===== src/rtl/dallanma_denetleyici_pkg.sv =====
// Shared constants and types for the branch-resolution controller.
// Holds the FSM state encodings, the instruction size used for the
// fall-through PC, the redirect source (branch-type) codes and the
// saturating counter helper used when DALLANMA_SAYAC_EN is defined.
package dallanma_denetleyici_pkg;

    // FSM state encodings
    localparam logic [0:0] BOSTA     = 1'b0;
    localparam logic [0:0] YONLENDIR = 1'b1;

    // Size of one instruction in bytes; not-taken path is PC + KOMUT_BOYU
    localparam int unsigned KOMUT_BOYU = 4;

    // Performance counter width
    localparam int unsigned SAYAC_W = 32;

    // Branch-type codes: which source, if any, drives the redirect
    typedef enum logic [1:0] {
        DAL_YOK     = 2'd0,
        DAL_KOSULLU = 2'd1,
        DAL_ATLAMA  = 2'd2
    } dal_tipi_t;

`ifdef DALLANMA_SAYAC_EN
    // Increment that sticks at all-ones
    function automatic logic [SAYAC_W-1:0] doyumlu_artir(input logic [SAYAC_W-1:0] x);
        return (x == {SAYAC_W{1'b1}}) ? x : x + SAYAC_W'(1);
    endfunction
`endif

endpackage


===== src/rtl/dallanma_denetleyici_if.sv =====
// Execute/fetch/predictor-side signal bundle of the branch controller.
// slave  : view of the controller (inputs from execute/fetch/predictor,
//          redirect, flush/stall, predictor update and counter outputs)
// master : view of the surrounding pipeline / testbench
interface dallanma_denetleyici_if #(
    parameter int unsigned PS_W = 32
);
    logic            dal_gecerli_i;
    logic            dal_hata_i;
    logic            dal_atladi_i;
    logic [PS_W-1:0] dal_ps_i;
    logic [PS_W-1:0] dal_hedef_i;
    logic            atlama_gecerli_i;
    logic [PS_W-1:0] atlama_hedef_i;
    logic            getir_hazir_i;
    logic            ongorucu_hazir_i;

    logic            yonlendir_gecerli_o;
    logic [PS_W-1:0] yonlendir_ps_o;
    logic            temizle_o;
    logic            durdur_o;
    logic            guncelle_gecerli_o;
    logic            guncelle_atladi_o;
    logic [PS_W-1:0] guncelle_ps_o;
    logic [PS_W-1:0] guncelle_hedef_o;
    logic [31:0]     dal_sayisi_o;
    logic [31:0]     hata_sayisi_o;

    modport slave (
        input  dal_gecerli_i, dal_hata_i, dal_atladi_i, dal_ps_i, dal_hedef_i,
        input  atlama_gecerli_i, atlama_hedef_i, getir_hazir_i, ongorucu_hazir_i,
        output yonlendir_gecerli_o, yonlendir_ps_o, temizle_o, durdur_o,
        output guncelle_gecerli_o, guncelle_atladi_o, guncelle_ps_o, guncelle_hedef_o,
        output dal_sayisi_o, hata_sayisi_o
    );

    modport master (
        output dal_gecerli_i, dal_hata_i, dal_atladi_i, dal_ps_i, dal_hedef_i,
        output atlama_gecerli_i, atlama_hedef_i, getir_hazir_i, ongorucu_hazir_i,
        input  yonlendir_gecerli_o, yonlendir_ps_o, temizle_o, durdur_o,
        input  guncelle_gecerli_o, guncelle_atladi_o, guncelle_ps_o, guncelle_hedef_o,
        input  dal_sayisi_o, hata_sayisi_o
    );
endinterface


===== src/rtl/dallanma_guncelle_fifo.sv =====
// Predictor-update queue.
// Ports: clk_i, rst_i (async, active-low); yaz_i/veri_i push request and
// payload (refused while full); oku_i pop request (honoured while
// gecerli_o); veri_o head entry; gecerli_o nonempty; dolu_o full;
// dolu_sonraki_c full-after-this-edge, for callers that register a stall.
module dallanma_guncelle_fifo #(
    parameter int unsigned GENISLIK = 65,
    parameter int unsigned DERINLIK = 4
) (
    input  logic                clk_i,
    input  logic                rst_i,
    input  logic                yaz_i,
    input  logic [GENISLIK-1:0] veri_i,
    input  logic                oku_i,
    output logic [GENISLIK-1:0] veri_o,
    output logic                gecerli_o,
    output logic                dolu_o,
    output logic                dolu_sonraki_c
);
    localparam int unsigned AW    = $clog2(DERINLIK);
    localparam int unsigned SAY_W = AW + 1;

    logic [GENISLIK-1:0] bellek [DERINLIK];
    logic [AW-1:0]       yaz_ptr_q;
    logic [AW-1:0]       oku_ptr_q;
    logic [SAY_W-1:0]    sayac_q;
    logic [SAY_W-1:0]    sayac_d;
    logic                gecerli_q;
    logic                dolu_q;
    logic                it;
    logic                cek;

    // Accepted push/pop for this cycle
    assign it      = yaz_i && !dolu_q;
    assign cek     = oku_i && gecerli_q;
    assign sayac_d = sayac_q + SAY_W'(it) - SAY_W'(cek);

    assign dolu_sonraki_c = (sayac_d == SAY_W'(DERINLIK));

    // Storage, pointers and occupancy; pointers wrap naturally at 2^AW
    always_ff @(posedge clk_i or negedge rst_i) begin
        if (!rst_i) begin
            for (int i = 0; i < int'(DERINLIK); i++) begin
                bellek[i] <= '0;
            end
            yaz_ptr_q <= '0;
            oku_ptr_q <= '0;
            sayac_q   <= '0;
            gecerli_q <= 1'b0;
            dolu_q    <= 1'b0;
        end else begin
            if (it) begin
                bellek[yaz_ptr_q] <= veri_i;
                yaz_ptr_q         <= yaz_ptr_q + AW'(1);
            end
            if (cek) begin
                oku_ptr_q <= oku_ptr_q + AW'(1);
            end
            sayac_q   <= sayac_d;
            gecerli_q <= (sayac_d != '0);
            dolu_q    <= dolu_sonraki_c;
        end
    end

    assign veri_o    = bellek[oku_ptr_q];
    assign gecerli_o = gecerli_q;
    assign dolu_o    = dolu_q;

endmodule


===== src/rtl/dallanma_denetleyici.sv =====
// Branch-resolution controller: turns execute-stage mispredicts and
// unconditional jumps into a held fetch redirect with a one-cycle IF/ID
// flush, stalls execute while redirecting or while the predictor-update
// queue is full, and queues every accepted branch for the predictor.
// Ports: clk_i, rst_i (async, active-low); bus (slave modport) carries
// branch/jump inputs, fetch/predictor ready, redirect, temizle_o/durdur_o,
// predictor update and the two performance counters.
// Option: DALLANMA_SAYAC_EN enables the saturating branch/mispredict
// counters; otherwise the counter outputs are tied to 0.
module dallanma_denetleyici
    import dallanma_denetleyici_pkg::*;
#(
    parameter int unsigned PS_W          = 32,
    parameter int unsigned FIFO_DERINLIK = 4
) (
    input  logic                  clk_i,
    input  logic                  rst_i,
    dallanma_denetleyici_if.slave bus
);
    localparam int unsigned KAYIT_W = 2 * PS_W + 1;

    logic [0:0]         durum_q;
    logic [0:0]         durum_d;
    logic [PS_W-1:0]    yon_ps_q;
    logic [PS_W-1:0]    yon_ps_d;
    logic               yon_gecerli_q;
    logic               durdur_q;
    dal_tipi_t          kaynak;

    logic               fifo_yaz;
    logic               fifo_dolu;
    logic               fifo_dolu_sonraki;
    logic               fifo_gecerli;
    logic [KAYIT_W-1:0] fifo_cikis;

    // Next state and redirect PC; branch mispredict wins over a jump
    always_comb begin
        durum_d  = durum_q;
        yon_ps_d = yon_ps_q;
        kaynak   = DAL_YOK;
        fifo_yaz = 1'b0;
        case (durum_q)
            BOSTA: begin
                fifo_yaz = bus.dal_gecerli_i;
                if (bus.dal_gecerli_i && bus.dal_hata_i) begin
                    // A refused (queue full) mispredict is retried; jump stays discarded
                    if (!fifo_dolu) begin
                        kaynak = DAL_KOSULLU;
                    end
                end else if (bus.atlama_gecerli_i) begin
                    kaynak = DAL_ATLAMA;
                end
                case (kaynak)
                    DAL_KOSULLU: begin
                        yon_ps_d = bus.dal_atladi_i ? bus.dal_hedef_i
                                                    : bus.dal_ps_i + PS_W'(KOMUT_BOYU);
                        durum_d  = YONLENDIR;
                    end
                    DAL_ATLAMA: begin
                        yon_ps_d = bus.atlama_hedef_i;
                        durum_d  = YONLENDIR;
                    end
                    default: ;
                endcase
            end
            YONLENDIR: begin
                if (bus.getir_hazir_i) begin
                    durum_d = BOSTA;
                end
            end
            default: durum_d = BOSTA;
        endcase
    end

    // State and registered outputs
    always_ff @(posedge clk_i or negedge rst_i) begin
        if (!rst_i) begin
            durum_q       <= BOSTA;
            yon_ps_q      <= '0;
            yon_gecerli_q <= 1'b0;
            durdur_q      <= 1'b0;
        end else begin
            durum_q       <= durum_d;
            yon_ps_q      <= yon_ps_d;
            yon_gecerli_q <= (durum_d == YONLENDIR);
            durdur_q      <= (durum_d == YONLENDIR) || fifo_dolu_sonraki;
        end
    end

    dallanma_guncelle_fifo #(
        .GENISLIK (KAYIT_W),
        .DERINLIK (FIFO_DERINLIK)
    ) u_fifo (
        .clk_i          (clk_i),
        .rst_i          (rst_i),
        .yaz_i          (fifo_yaz),
        .veri_i         ({bus.dal_ps_i, bus.dal_atladi_i, bus.dal_hedef_i}),
        .oku_i          (bus.ongorucu_hazir_i),
        .veri_o         (fifo_cikis),
        .gecerli_o      (fifo_gecerli),
        .dolu_o         (fifo_dolu),
        .dolu_sonraki_c (fifo_dolu_sonraki)
    );

    assign bus.yonlendir_gecerli_o = yon_gecerli_q;
    assign bus.yonlendir_ps_o      = yon_ps_q;
    // Flush is the handshake cycle itself, so it cannot come from a flop
    assign bus.temizle_o           = yon_gecerli_q && bus.getir_hazir_i;
    assign bus.durdur_o            = durdur_q;
    assign bus.guncelle_gecerli_o  = fifo_gecerli;
    assign bus.guncelle_ps_o       = fifo_cikis[KAYIT_W-1 -: PS_W];
    assign bus.guncelle_atladi_o   = fifo_cikis[PS_W];
    assign bus.guncelle_hedef_o    = fifo_cikis[PS_W-1:0];

`ifdef DALLANMA_SAYAC_EN
    logic [SAYAC_W-1:0] dal_sayisi_q;
    logic [SAYAC_W-1:0] hata_sayisi_q;
    logic               dal_kabul;

    assign dal_kabul = fifo_yaz && !fifo_dolu;

    // Saturating counts of accepted branches and accepted mispredicts
    always_ff @(posedge clk_i or negedge rst_i) begin
        if (!rst_i) begin
            dal_sayisi_q  <= '0;
            hata_sayisi_q <= '0;
        end else if (dal_kabul) begin
            dal_sayisi_q <= doyumlu_artir(dal_sayisi_q);
            if (bus.dal_hata_i) begin
                hata_sayisi_q <= doyumlu_artir(hata_sayisi_q);
            end
        end
    end

    assign bus.dal_sayisi_o  = dal_sayisi_q;
    assign bus.hata_sayisi_o = hata_sayisi_q;
`else
    assign bus.dal_sayisi_o  = '0;
    assign bus.hata_sayisi_o = '0;
`endif

endmodule


===== src/flat_wrapper.sv =====
// flat-port wrapper written by rule: the top's interface ports become plain ports
module dallanma_denetleyici_flat import dallanma_denetleyici_pkg::*;
#(
    parameter int unsigned PS_W          = 32,
    parameter int unsigned FIFO_DERINLIK = 4
)
  (clk_i, rst_i, bus_dal_gecerli_i, bus_dal_hata_i, bus_dal_atladi_i, bus_dal_ps_i, bus_dal_hedef_i, bus_atlama_gecerli_i, bus_atlama_hedef_i, bus_getir_hazir_i, bus_ongorucu_hazir_i, bus_yonlendir_gecerli_o, bus_yonlendir_ps_o, bus_temizle_o, bus_durdur_o, bus_guncelle_gecerli_o, bus_guncelle_atladi_o, bus_guncelle_ps_o, bus_guncelle_hedef_o, bus_dal_sayisi_o, bus_hata_sayisi_o);
  dallanma_denetleyici_if #(.PS_W(PS_W)) bus_i ();
  input  logic clk_i;
  input  logic rst_i;
  input wire logic [$bits(bus_i.dal_gecerli_i)-1:0] bus_dal_gecerli_i;
  input wire logic [$bits(bus_i.dal_hata_i)-1:0] bus_dal_hata_i;
  input wire logic [$bits(bus_i.dal_atladi_i)-1:0] bus_dal_atladi_i;
  input wire logic [$bits(bus_i.dal_ps_i)-1:0] bus_dal_ps_i;
  input wire logic [$bits(bus_i.dal_hedef_i)-1:0] bus_dal_hedef_i;
  input wire logic [$bits(bus_i.atlama_gecerli_i)-1:0] bus_atlama_gecerli_i;
  input wire logic [$bits(bus_i.atlama_hedef_i)-1:0] bus_atlama_hedef_i;
  input wire logic [$bits(bus_i.getir_hazir_i)-1:0] bus_getir_hazir_i;
  input wire logic [$bits(bus_i.ongorucu_hazir_i)-1:0] bus_ongorucu_hazir_i;
  output wire logic [$bits(bus_i.yonlendir_gecerli_o)-1:0] bus_yonlendir_gecerli_o;
  output wire logic [$bits(bus_i.yonlendir_ps_o)-1:0] bus_yonlendir_ps_o;
  output wire logic [$bits(bus_i.temizle_o)-1:0] bus_temizle_o;
  output wire logic [$bits(bus_i.durdur_o)-1:0] bus_durdur_o;
  output wire logic [$bits(bus_i.guncelle_gecerli_o)-1:0] bus_guncelle_gecerli_o;
  output wire logic [$bits(bus_i.guncelle_atladi_o)-1:0] bus_guncelle_atladi_o;
  output wire logic [$bits(bus_i.guncelle_ps_o)-1:0] bus_guncelle_ps_o;
  output wire logic [$bits(bus_i.guncelle_hedef_o)-1:0] bus_guncelle_hedef_o;
  output wire logic [$bits(bus_i.dal_sayisi_o)-1:0] bus_dal_sayisi_o;
  output wire logic [$bits(bus_i.hata_sayisi_o)-1:0] bus_hata_sayisi_o;
  assign bus_i.dal_gecerli_i = bus_dal_gecerli_i;
  assign bus_i.dal_hata_i = bus_dal_hata_i;
  assign bus_i.dal_atladi_i = bus_dal_atladi_i;
  assign bus_i.dal_ps_i = bus_dal_ps_i;
  assign bus_i.dal_hedef_i = bus_dal_hedef_i;
  assign bus_i.atlama_gecerli_i = bus_atlama_gecerli_i;
  assign bus_i.atlama_hedef_i = bus_atlama_hedef_i;
  assign bus_i.getir_hazir_i = bus_getir_hazir_i;
  assign bus_i.ongorucu_hazir_i = bus_ongorucu_hazir_i;
  assign bus_yonlendir_gecerli_o = bus_i.yonlendir_gecerli_o;
  assign bus_yonlendir_ps_o = bus_i.yonlendir_ps_o;
  assign bus_temizle_o = bus_i.temizle_o;
  assign bus_durdur_o = bus_i.durdur_o;
  assign bus_guncelle_gecerli_o = bus_i.guncelle_gecerli_o;
  assign bus_guncelle_atladi_o = bus_i.guncelle_atladi_o;
  assign bus_guncelle_ps_o = bus_i.guncelle_ps_o;
  assign bus_guncelle_hedef_o = bus_i.guncelle_hedef_o;
  assign bus_dal_sayisi_o = bus_i.dal_sayisi_o;
  assign bus_hata_sayisi_o = bus_i.hata_sayisi_o;
  dallanma_denetleyici #(.PS_W(PS_W), .FIFO_DERINLIK(FIFO_DERINLIK)) u_core (.clk_i(clk_i), .rst_i(rst_i), .bus(bus_i));
endmodule

===== config.mk =====
export PLATFORM = sky130hd
export DESIGN_NAME = dallanma_denetleyici_flat
export DESIGN_NICKNAME = d
export VERILOG_FILES = /design/src/rtl/dallanma_denetleyici_pkg.sv /design/src/rtl/dallanma_denetleyici_if.sv /design/src/rtl/dallanma_guncelle_fifo.sv /design/src/rtl/dallanma_denetleyici.sv /design/src/flat_wrapper.sv
export SDC_FILE = /design/constraint.sdc
export NUM_CORES = 1
export LEC_CHECK = 0
export CORE_MARGIN = 2
export CORE_UTILIZATION = 45
export CTS_CLUSTER_SIZE = 28
export DETAILED_ROUTE_END_ITERATION = 8
export PLACE_DENSITY = 0.73
export SETUP_SLACK_MARGIN = 0.3
export SYNTH_ARGS = -nofsm -noshare
export SYNTH_HDL_FRONTEND = slang
export SYNTH_HIERARCHICAL = 1
export SYNTH_SLANG_ARGS = --single-unit

===== constraint.sdc =====
create_clock -name clk_i -period 2.35 [get_ports clk_i]
set_input_delay 0.5875 -clock clk_i [delete_from_list [all_inputs] [get_ports clk_i]]
set_output_delay 0.5875 -clock clk_i [all_outputs]
set_load 0.005 [all_outputs]

==> results.md <==
- Worst setup path start: u_core/u_fifo/oku_ptr_q[0]
- Pwr dens: 1326 nW/um^2
- Post-synthesis register bit count: 303
- DP HPWL: 28660 microns
- Area Growth Syn to Fin: 29.84%
- RSZ-0062 raised after global routing: yes
- Multi-input gate area: 6396 sq um
- Worst path top cell family by delay: buffers and inverters
- Cell mode on critical path: buf_12
- DRC Markers: 0
- Worst hold slack: 0.002416 ns
- CTS tree: done
- Final Power: 25.21 mW
- Reg2reg end: u_core/bus.durdur_o
- Peak supply drop: 723.8 uV
- CTS max path bufs: 3
- CP Max Fanout: 6
- Crit path DAT: 2.09 ns
- Final setup vio count: 65
- Relative slew slack: 62.48%
- Layout cells sized above 1: 46.27%
- Iter 0 DRT Violations: 687
- Startpoint Class: flop
- # IOs: 269
- Port bufs: 204
- Die Span X: 184.4 microns
- Post-synthesis sequential area ratio: 51.78%
- Synth cell types: 49
- Actual slew at the worst max-slew pin: 0.5629 ns
- Critical Path Max Stage Delay: 0.51 ns
- Initial antenna violation count: 0
- Total track usage: 23.90%
- Initial core utilization: 45.35%
- Mapped Area: 14640 sq um
- Skew-Pair Late Insertion Delay: 0.55 ns
- Via count: 9675
- Max Clock Skew: 0.005401 ns
- Mapped Cells: 1010
- Post-route clock period utilization: 114.0%
- Vias in the first global route: 9993
- FF-to-FF path depth: 9
- Die Area: 34000 sq um
- Status: complete, but fails checks
- Worst Slack Setup Final: -0.3296 ns
- Max Slew Vio Count: 0
- Clock Tree Root: clkbuf_16
- Fin nets: 1444
- Yosys warnings: 6
- Critical-path cell list: buf_12 -> buf_6 -> buf_12 -> mux4_2 -> buf_2
- Vias per cell: 5.384
- H-tree levels: 1
- Seq. cell area: 7589 sq um
- # diodes: 0
- R2r setup slk: 0.36 ns
- Largest net degree at the start of global routing: 67
- Overflow after GRT: 0
- Critical path capture point: bus_guncelle_hedef_o[12]
- Commonest non-fill, non-tap cell in the layout: dfrtp_1
- Final Critical Period: 2.680 ns
- Core Rows: 66
- Worst R2R Start: u_core/u_fifo/gecerli_o
- Setup TNS: -17.56 ns
- Syn Area/Cell: 14.50 sq um
- CTS clk-pin slew, worst paths: 0.06 ns
- First-pass DRT Iterations: 5
- Routed wire per std cell: 22.61 microns
- Final WL: 40630 microns
- Tightest Hold Check Type: primary input to asynchronous set/reset pin
- Global-route wire length before repair: 61070 microns
- FMAX: 373.2 MHz
- Crit path capture type: output port
- CP required: 1.76 ns
- Lkg Pwr: 8.447 nW
- Critical path class: flop to output port
- Violated checks: negative setup slack
- Die Ht: 184.4 microns
- Buffer and inverter count on the worst path: 4
- Crit. path cell count: 5
- Core area: 32290 sq um
- Clk sinks: 303
- Setup Slack @ Placement: -0.4169 ns
- Max Cap Viol: 0
- Most frequent cells in the layout: 300 x dfrtp_1, 261 x mux2_2, 109 x clkdlybuf4s50_1
- Final Hold Viols: 0
- Util after Layout: 58.88%
- CP max stage cell: dfrtp_4
- FILL cells: 2506
- Placer Congestion: 0.8451
- Post-DRT Antenna Nets: 0
- CTS Buf Count: 31
[area by class of cell]
type,count,area share [%]
tap,442,2.909
timing repair buffer,350,18.12
multi-input combinational,632,33.64
sequential,303,39.91
clock inverter,12,0.3291
inverter,13,0.2567
clock buffer,45,4.831
[layer usage]
metal	GRT usage [%]	wire length [microns]
met2	39.14	19430
met3	3.576	2428
met5	0	0
met1	33.59	17650
met4	6.112	1118
[metrics by stage]
step,std cells,area [sq um]
floorplan,1073,14960
global placement,1702,17700
detailed placement,1702,17700
CTS,1786,18790
global route,1797,19010
finish,1797,19010
[cells in the mapped netlist, drive strengths merged]
cell type    n  area [sq um]
a221oi      16         171.4
o21ai       14         70.07
or3          2         12.51
o22ai       19         118.9
nor4         2         42.54
mux4        65          1464
a21oi       24         120.1
fa           1         20.02
buf        108         895.9
o211a        1         10.01
nand2b       1         6.260
a31oi        1         6.260
a2bb2oi      1         8.760
dfrtp      303          7582
inv         13         48.80
nor3b        1         7.510
and4         1         8.760
a221o        3         30.03
and3         8         50.05
nor2b        5         31.28
nand3        9         50.05
nand3b       6         45.04
xor2        18         157.7
clkbuf      17         63.81
and2         2         12.51
nand2       23         86.33
o211ai       1         7.510
a41oi        1         8.760
ha           8         100.1
nor2        33         123.9
nand4       12         81.33
nor3         5         36.29
o221ai       2         17.52
or2          3         18.77
mux2i        5         50.05
a21boi       1         7.510
xnor2       12         105.1
conb         1         3.750
mux2       261          2939
xnor3        1         22.52
[repair_timing]
item	4_1_cts	5_1_grt
hold buffers	0	0
setup endpoints to repair	87	97
resized for setup	314	37
pin swaps	0	5
buffers inserted	22	11
cloned	5	0
[kinds of logic after synthesis]
group	after synthesis	share of synthesized area [%]
mux	331	30.41
flops	303	51.78
buf+inv	138	6.887
simple gates	113	4.187
compound gates	84	3.939
xor+xnor	31	1.948
fa+ha+maj	9	0.8203
other cells	1	0.02561
[how the worst min path moves through the flow]
stage	end	slack, ns
final	u_core/u_fifo/bellek[58]	0.002
after floorplan	u_core/bus.durdur_o	0.29
after detailed placement	u_core/bus.yonlendir_ps_o[3]	0.47
after global placement	u_core/bus.yonlendir_ps_o[1]	0.46
after CTS	u_core/u_fifo/bellek[59]	0.008
after global routing	u_core/u_fifo/bellek[59]	0.02
[power by group]
| group | internal (mW) | switching (mW) | total (mW) |
|---|---|---|---|
| clock network | 2.69 | 2.02 | 4.72 |
| logic | 6.93 | 4.33 | 11.3 |
| registers | 7.85 | 1.38 | 9.24 |
[flip-flops by register name, summed over array words and instances (netlist names)]
| register | count |
|---|---|
| u_core/u_fifo/dolu_o | 1 |
| u_core/u_fifo/sayac_q | 3 |
| u_core/u_fifo/oku_ptr_q | 2 |
| u_core/u_fifo/yaz_ptr_q | 2 |
| u_core/u_fifo/gecerli_o | 1 |
| u_core/bus.yonlendir_gecerli_o | 1 |
| u_core/bus.durdur_o | 1 |
| u_core/u_fifo/bellek | 260 |
| u_core/bus.yonlendir_ps_o | 32 |
[worst reg2reg max path, cell delays in order, from the launching register on]
cell and delay, ns:
dfrtp_2 0.42, and2_4 0.16, ha_4 0.21, inv_2 0.07
ha_4 0.13, inv_2 0.03, fa_2 0.33, xnor3_2 0.27
nor3_4 0.04, or2_4 0.23
Note: power is estimated with default switching activity, not from simulation.
